**src/rtl/irs_trigger_block_locker.sv**
```systemverilog
// Records acknowledged block addresses in a circular history and, on trigger, locks a
// pre/post window one block at a time, queueing each locked address in a FWFT FIFO.
module irs_trigger_block_locker #(
  parameter int HIST_AW = 5,
  parameter int FIFO_AW = 5
) (
  input  logic       clk_i,
  input  logic       rst_i,
  input  logic [8:0] blk_i,
  input  logic       blk_ack_i,
  input  logic       trig_i,
  input  logic [3:0] pre_blocks_i,
  input  logic [3:0] post_blocks_i,
  output logic [8:0] lock_address_o,
  output logic       lock_o,
  output logic       lock_strobe_o,
  input  logic       lock_ack_i,
  output logic [8:0] rd_blk_o,
  output logic       rd_valid_o,
  input  logic       rd_ready_i,
  output logic       busy_o,
  output logic       event_done_o,
  output logic       overrun_o,
  output logic       trig_dropped_o
);

  localparam int HD = 1 << HIST_AW;
  localparam int FD = 1 << FIFO_AW;

  typedef enum logic [1:0] {S_IDLE, S_FETCH, S_LOCK, S_DONE} state_t;

  state_t               state_q, state_d;
  logic [8:0]           hist_mem [HD];
  logic [HIST_AW-1:0]   wptr_q, rptr_q, rptr_d, hist_cnt_q;
  logic [4:0]           remaining_q, remaining_d;
  logic [8:0]           lock_addr_q, lock_addr_d;
  logic                 overrun_q, overrun_d;
  logic                 abort_q, abort_d;
  logic                 trig_drop_q, trig_drop_d;

  logic [8:0]           fifo_mem [FD];
  logic [FIFO_AW-1:0]   fwr_q, frd_q;
  logic [FIFO_AW:0]     fcnt_q;

  logic [HIST_AW-1:0]   wptr_eff, hc_eff, pre_ext, npre, pending;
  logic                 ovr_hit, fifo_full, fifo_empty, fifo_push, fifo_pop;

  // A block acked in the trigger cycle counts as pre-trigger history.
  assign wptr_eff = blk_ack_i ? wptr_q + HIST_AW'(1) : wptr_q;
  assign hc_eff   = (blk_ack_i && (hist_cnt_q != '1)) ? hist_cnt_q + HIST_AW'(1) : hist_cnt_q;
  assign pre_ext  = HIST_AW'(pre_blocks_i);
  assign npre     = (pre_ext < hc_eff) ? pre_ext : hc_eff;
  assign pending  = wptr_q - rptr_q;
  assign ovr_hit  = blk_ack_i && (pending == '1);

  assign fifo_empty = (fcnt_q == '0);
  assign fifo_full  = (fcnt_q == (FIFO_AW+1)'(FD));
  assign fifo_pop   = rd_ready_i && !fifo_empty;
  assign fifo_push  = (state_q == S_LOCK) && lock_ack_i && (!fifo_full || fifo_pop);

  always_comb begin
    state_d     = state_q;
    rptr_d      = rptr_q;
    remaining_d = remaining_q;
    lock_addr_d = lock_addr_q;
    overrun_d   = overrun_q;
    abort_d     = abort_q;
    trig_drop_d = trig_i && (state_q != S_IDLE);
    case (state_q)
      S_IDLE: begin
        abort_d = 1'b0;
        if (trig_i) begin
          rptr_d      = wptr_eff - npre;
          remaining_d = 5'(npre) + 5'(post_blocks_i);
          overrun_d   = 1'b0;
          state_d     = (5'(npre) + 5'(post_blocks_i) == 5'd0) ? S_DONE : S_FETCH;
        end
      end
      S_FETCH: begin
        if (ovr_hit) begin
          overrun_d = 1'b1;
          state_d   = S_DONE;
        end else if ((rptr_q != wptr_q) && !fifo_full) begin
          lock_addr_d = hist_mem[rptr_q];
          state_d     = S_LOCK;
        end
      end
      S_LOCK: begin
        // An overrun during a lock lets the in-flight lock finish before aborting.
        if (ovr_hit) begin
          overrun_d = 1'b1;
          abort_d   = 1'b1;
        end
        if (lock_ack_i) begin
          rptr_d      = rptr_q + HIST_AW'(1);
          remaining_d = remaining_q - 5'd1;
          state_d     = ((remaining_q == 5'd1) || abort_q || ovr_hit) ? S_DONE : S_FETCH;
        end
      end
      S_DONE:  state_d = S_IDLE;
      default: state_d = S_IDLE;
    endcase
  end

  always_ff @(posedge clk_i) begin
    if (rst_i) begin
      state_q     <= S_IDLE;
      wptr_q      <= '0;
      rptr_q      <= '0;
      hist_cnt_q  <= '0;
      remaining_q <= '0;
      lock_addr_q <= '0;
      overrun_q   <= 1'b0;
      abort_q     <= 1'b0;
      trig_drop_q <= 1'b0;
      fwr_q       <= '0;
      frd_q       <= '0;
      fcnt_q      <= '0;
    end else begin
      state_q     <= state_d;
      rptr_q      <= rptr_d;
      remaining_q <= remaining_d;
      lock_addr_q <= lock_addr_d;
      overrun_q   <= overrun_d;
      abort_q     <= abort_d;
      trig_drop_q <= trig_drop_d;
      if (blk_ack_i) begin
        wptr_q <= wptr_q + HIST_AW'(1);
        if (hist_cnt_q != '1) hist_cnt_q <= hist_cnt_q + HIST_AW'(1);
      end
      if (fifo_push) fwr_q <= fwr_q + FIFO_AW'(1);
      if (fifo_pop)  frd_q <= frd_q + FIFO_AW'(1);
      fcnt_q <= fcnt_q + (FIFO_AW+1)'(fifo_push) - (FIFO_AW+1)'(fifo_pop);
    end
  end

  always_ff @(posedge clk_i) begin
    if (blk_ack_i) hist_mem[wptr_q] <= blk_i;
    if (fifo_push) fifo_mem[fwr_q]  <= lock_addr_q;
  end

  assign lock_address_o = lock_addr_q;
  assign lock_o         = 1'b1;
  assign lock_strobe_o  = (state_q == S_LOCK);
  assign rd_valid_o     = !fifo_empty;
  assign rd_blk_o       = fifo_empty ? 9'd0 : fifo_mem[frd_q];
  assign busy_o         = (state_q != S_IDLE);
  assign event_done_o   = (state_q == S_DONE);
  assign overrun_o      = overrun_q;
  assign trig_dropped_o = trig_drop_q;

endmodule
```
**config.mk**
```make
export PLATFORM = sky130hd
export DESIGN_NAME = irs_trigger_block_locker
export DESIGN_NICKNAME = d
export VERILOG_FILES = /design/src/rtl/irs_trigger_block_locker.sv
export SDC_FILE = /design/constraint.sdc
export NUM_CORES = 1
export LEC_CHECK = 0
export BUFFER_PORTS_ARGS = -buffer_cell sky130_fd_sc_hd__clkbuf_2
export CAP_MARGIN = 20
export CORE_UTILIZATION = 60
export DETAILED_ROUTE_END_ITERATION = 8
export GPL_TIMING_DRIVEN = 0
export MAX_ROUTING_LAYER = met4
export PLACE_DENSITY = 0.75
export SLEW_MARGIN = 30
export SYNTH_ARGS = -nofsm -noshare
export SYNTH_HDL_FRONTEND = slang
export SYNTH_SLANG_ARGS = --single-unit
```
**constraint.sdc**
```tcl
create_clock -name clk_i -period 6 [get_ports clk_i]
set_input_delay 0.6 -clock clk_i [delete_from_list [all_inputs] [get_ports clk_i]]
set_output_delay 0.6 -clock clk_i [all_outputs]
set_load 0.05 [all_outputs]
```
==> impl_metrics.json <==
{
  "synth.yosys.seq_area_share": 0.7209,
  "dpl-instance-area_um2": 26500,
  "number_of_flops_mapped_to_enable_cells_by_yosys": 576,
  "result_of_the_run": "complete, no violations",
  "clock_sink_count": 631,
  "synth_async_sr_flop_share": 0,
  "instances_no_fill": 2044,
  "portBuffers": 46,
  "critical_path_buf_inv_count": 2,
  "coreArea_um2": 41950,
  "period_utilization_post_route": 0.7348,
  "finish.instance_area_um2": 28360,
  "hold_path_class": "input pin to flip-flop",
  "category_of_the_most_critical_setup_path": "flip-flop to flip-flop",
  "layout_min_cycle_time_ps": 4409,
  "grt_start_max_net_pins": 35,
  "drt_pre_antenna_iters": 5,
  "clock-root-buffer": "sky130_fd_sc_hd__clkbuf_16",
  "irDropWorstVdd_mv": 0.3016,
  "final-hold-violation-count": 0,
  "number_of_antenna_violations_at_the_first_check_in_global_routing": 0,
  "hold_buffers": 0,
  "detailedPlacementHpwl_mm": 34.61,
  "crit_path_max_fanout": 7,
  "tritoncts_clock_tree": "built",
  "drt_first_iter_violations": 1239,
  "fin_total_pwr_mw": 12.06,
  "drtAntennaViolNets": 0,
  "data_arrival_critical_path_ps": 4940,
  "crit_top_cell": "sky130_fd_sc_hd__ha_1",
  "critical_path.max_stage_delay_ps": 430,
  "setup_ws_ps": 1591,
  "whs_path_depth": 2,
  "post_synthesis_sequential_element_count": 631,
  "cts.repair_timing.setup_buffer_count": 0,
  "synth_cell_types": 57,
  "static-leakage-power_nw": 9.209,
  "fin_skew_ps": 18.47,
  "grt_pass1_wl_mm": 81.54,
  "grt_use_total": 0.2646,
  "dieHeight_um": 208.2,
  "place_inst": 1932,
  "clkSlewWorstSetupHoldPaths_ps": 60,
  "worst_r2r_path_depth": 20,
  "kind_of_start_point_of_the_critical_path": "flip-flop",
  "slew_at_the_pin_closest_to_its_max_slew_limit_ps": 984.4,
  "max_cap_violations": 0,
  "drt-total-wl_mm": 53.65,
  "drive_gt1_frac": 0.2226,
  "required_ps": 6530,
  "route.detailed.wl_per_inst_um": 26.25,
  "fin_tns_setup_ps": 0,
  "synthesis.area_um2": 25520,
  "cts-root-to-sink-buffers": 3,
  "power_density_nw_per_um2": 425.2,
  "grt-ovfl-total": 0,
  "place_ws_ps": 1658,
  "synth_top_cell_by_area": "sky130_fd_sc_hd__edfxtp_1",
  "nets": 1524,
  "max_freq_mhz": 226.8,
  "critical_path.endpoint_type": "flip-flop",
  "clk_latency_ps": 620,
  "post-route-util": 0.6760,
  "rr_startpoint": "hist_cnt_q[0]",
  "drc": 0,
  "ctsResizeCount": 0,
  "top_level_ports": 48,
  "post_synth_inst_count": 1346,
  "via_count": 12711,
  "avgViaCountPerCell": 6.219,
  "dieArea_um2": 43370,
  "first_global_vias": 13242,
  "whs_ps": 259.8,
  "timing.critical_path.from": "hist_cnt_q[0]",
  "post-synth-top-area-fraction": 0.6777,
  "crit_chain": "ha_1 > and3_1 > ha_1 > nor2b_1 > nand2_1 > xnor2_1 > inv_1 > ha_1 > o21ai_0 > a21oi_1 > o21ai_2 > mux2i_1 > ha_1 > inv_1 > fa_1 > xor2_1 > nand4b_1 > nor2_1 > a21oi_1 > a31oi_1",
  "globalplace.congestion": 0.8465,
  "area_overhead_vs_synth_pct": 11.10,
  "start_util": 0.6084,
  "syn_avg_cell_area_um2": 18.96,
  "cp_top_family": "adder cells",
  "final-setup-viol-count": 0,
  "post_synth_main_area_contributors": "sky130_fd_sc_hd__edfxtp_1 68%, sky130_fd_sc_hd__mux4_2 13%, sky130_fd_sc_hd__dfxtp_1 4.3%, sky130_fd_sc_hd__ha_1 2.0%, sky130_fd_sc_hd__nor2_1 1.5%",
  "die_w_um": 208.2,
  "maxSlewHeadroom": 0.3413,
  "synth-warning-count": 0,
  "antenna-diode-count": 0,
  "placement_rows": 75,
  "rsz0062_at_grt": "no",
  "synth_flop_cell": "sky130_fd_sc_hd__edfxtp_1",
  "cts_made_buffers": 61,
  "min_from": "trig_i",
  "synth_fp_nets": 1414,
  "critical_path.slowest_cell": "sky130_fd_sc_hd__fa_1",
  "critical_path_cell_count": 20,
  "slew_viol_final": 0,
  "h-tree-depth": 2
}
[cells by family after synthesis]
family	Yosys count	synth area share
flip-flops	631	0.7209
AND/OR/NAND/NOR	214	0.03922
multiplexers	194	0.1577
AO/OA/AOI/OAI	117	0.02986
buffers and inverters	116	0.01936
adder cells (fa/ha/maj)	45	0.02324
XOR/XNOR	28	0.009609
other	1	0.0001469
[worst paths after layout]
kind	slack, ps	end
min reg2reg	480	abort_q
max	1590	state_q[1]
min	260	trig_dropped_o
max reg2reg	1590	state_q[1]
[power breakdown]
part           switching, mW  total [mW]  internal [mW]  leakage (nW)
clock                   1.56        3.56           2.00         0.884
combinational           1.78        3.00           1.22          2.62
sequential             0.340        5.50           5.16          5.71
[cells in the mapped netlist (2+ instances only)]
library cell,number
sky130_fd_sc_hd__nor2b_1,7
sky130_fd_sc_hd__clkbuf_1,31
sky130_fd_sc_hd__o31ai_1,2
sky130_fd_sc_hd__or3_1,3
sky130_fd_sc_hd__buf_2,22
sky130_fd_sc_hd__o221ai_1,6
sky130_fd_sc_hd__nand2_1,33
sky130_fd_sc_hd__nand3_1,10
sky130_fd_sc_hd__nand4_1,9
sky130_fd_sc_hd__a221oi_1,2
sky130_fd_sc_hd__xor2_1,16
sky130_fd_sc_hd__nor3_1,16
sky130_fd_sc_hd__a31oi_1,5
sky130_fd_sc_hd__a211oi_1,5
sky130_fd_sc_hd__a21o_1,4
sky130_fd_sc_hd__buf_1,8
sky130_fd_sc_hd__fa_1,4
sky130_fd_sc_hd__a22o_1,7
sky130_fd_sc_hd__mux4_2,148
sky130_fd_sc_hd__or2_2,2
sky130_fd_sc_hd__or3b_2,2
sky130_fd_sc_hd__mux4_1,14
sky130_fd_sc_hd__buf_6,2
sky130_fd_sc_hd__nor2_1,105
sky130_fd_sc_hd__o21ai_0,16
sky130_fd_sc_hd__mux2_2,3
sky130_fd_sc_hd__a21oi_1,37
sky130_fd_sc_hd__mux2i_1,29
sky130_fd_sc_hd__dfxtp_1,55
sky130_fd_sc_hd__and3_1,3
sky130_fd_sc_hd__inv_1,49
sky130_fd_sc_hd__a22oi_1,9
sky130_fd_sc_hd__nand3b_1,6
sky130_fd_sc_hd__ha_1,41
sky130_fd_sc_hd__nor4b_1,2
sky130_fd_sc_hd__o22ai_1,13
sky130_fd_sc_hd__and2_1,3
sky130_fd_sc_hd__xnor2_1,12
sky130_fd_sc_hd__edfxtp_1,576
sky130_fd_sc_hd__o41ai_1,2
sky130_fd_sc_hd__a32o_1,2
sky130_fd_sc_hd__nand2b_1,10
[sequential cells by signal, indices dropped and copies added (netlist names), 6 cells and up, named ones only]
signal          count
fcnt_q              6
fifo_mem          288
hist_mem          288
lock_address_o      9
[layout make-up]
class	count	area, um2
Tap cell	539	674.4
Multi-Input combinational cell	599	6703
Inverter	50	187.7
Clock inverter	29	186.4
Timing Repair Buffer	47	237.7
Buffer	66	306.5
Sequential cell	631	18410
Fill cell	2644	13590
Clock buffer	83	1652
[placed cells by master, fill, tap and decap left out, types with 7 or more instances in the layout]
master,count
sky130_fd_sc_hd__inv_1,49
sky130_fd_sc_hd__ha_1,41
sky130_fd_sc_hd__clkbuf_2,47
sky130_fd_sc_hd__buf_2,22
sky130_fd_sc_hd__o21ai_0,16
sky130_fd_sc_hd__mux4_2,148
sky130_fd_sc_hd__nor3_2,11
sky130_fd_sc_hd__xor2_1,16
sky130_fd_sc_hd__a22oi_1,9
sky130_fd_sc_hd__nor2_1,98
sky130_fd_sc_hd__nand3_1,10
sky130_fd_sc_hd__nor2_2,7
sky130_fd_sc_hd__nand2_1,33
sky130_fd_sc_hd__nand2b_1,10
sky130_fd_sc_hd__clkbuf_1,51
sky130_fd_sc_hd__clkbuf_16,63
sky130_fd_sc_hd__dfxtp_2,9
sky130_fd_sc_hd__nor2b_1,7
sky130_fd_sc_hd__dfxtp_1,46
sky130_fd_sc_hd__o22ai_1,13
sky130_fd_sc_hd__a22o_1,7
sky130_fd_sc_hd__edfxtp_1,576
sky130_fd_sc_hd__mux2i_1,29
sky130_fd_sc_hd__a21oi_1,37
sky130_fd_sc_hd__clkinv_1,17
sky130_fd_sc_hd__xnor2_1,12
sky130_fd_sc_hd__nand4_1,9
sky130_fd_sc_hd__buf_1,8
sky130_fd_sc_hd__mux4_1,14
[per-layer routing]
metal / part of all wire / global-route usage
met1: 0.39 / 0.3395
met2: 0.52 / 0.4396
met3: 0.070 / 0.04679
met4: 0.023 / 0.07280
met5: 0 / -
No activity file was read; power rests on OpenSTA's default activity.
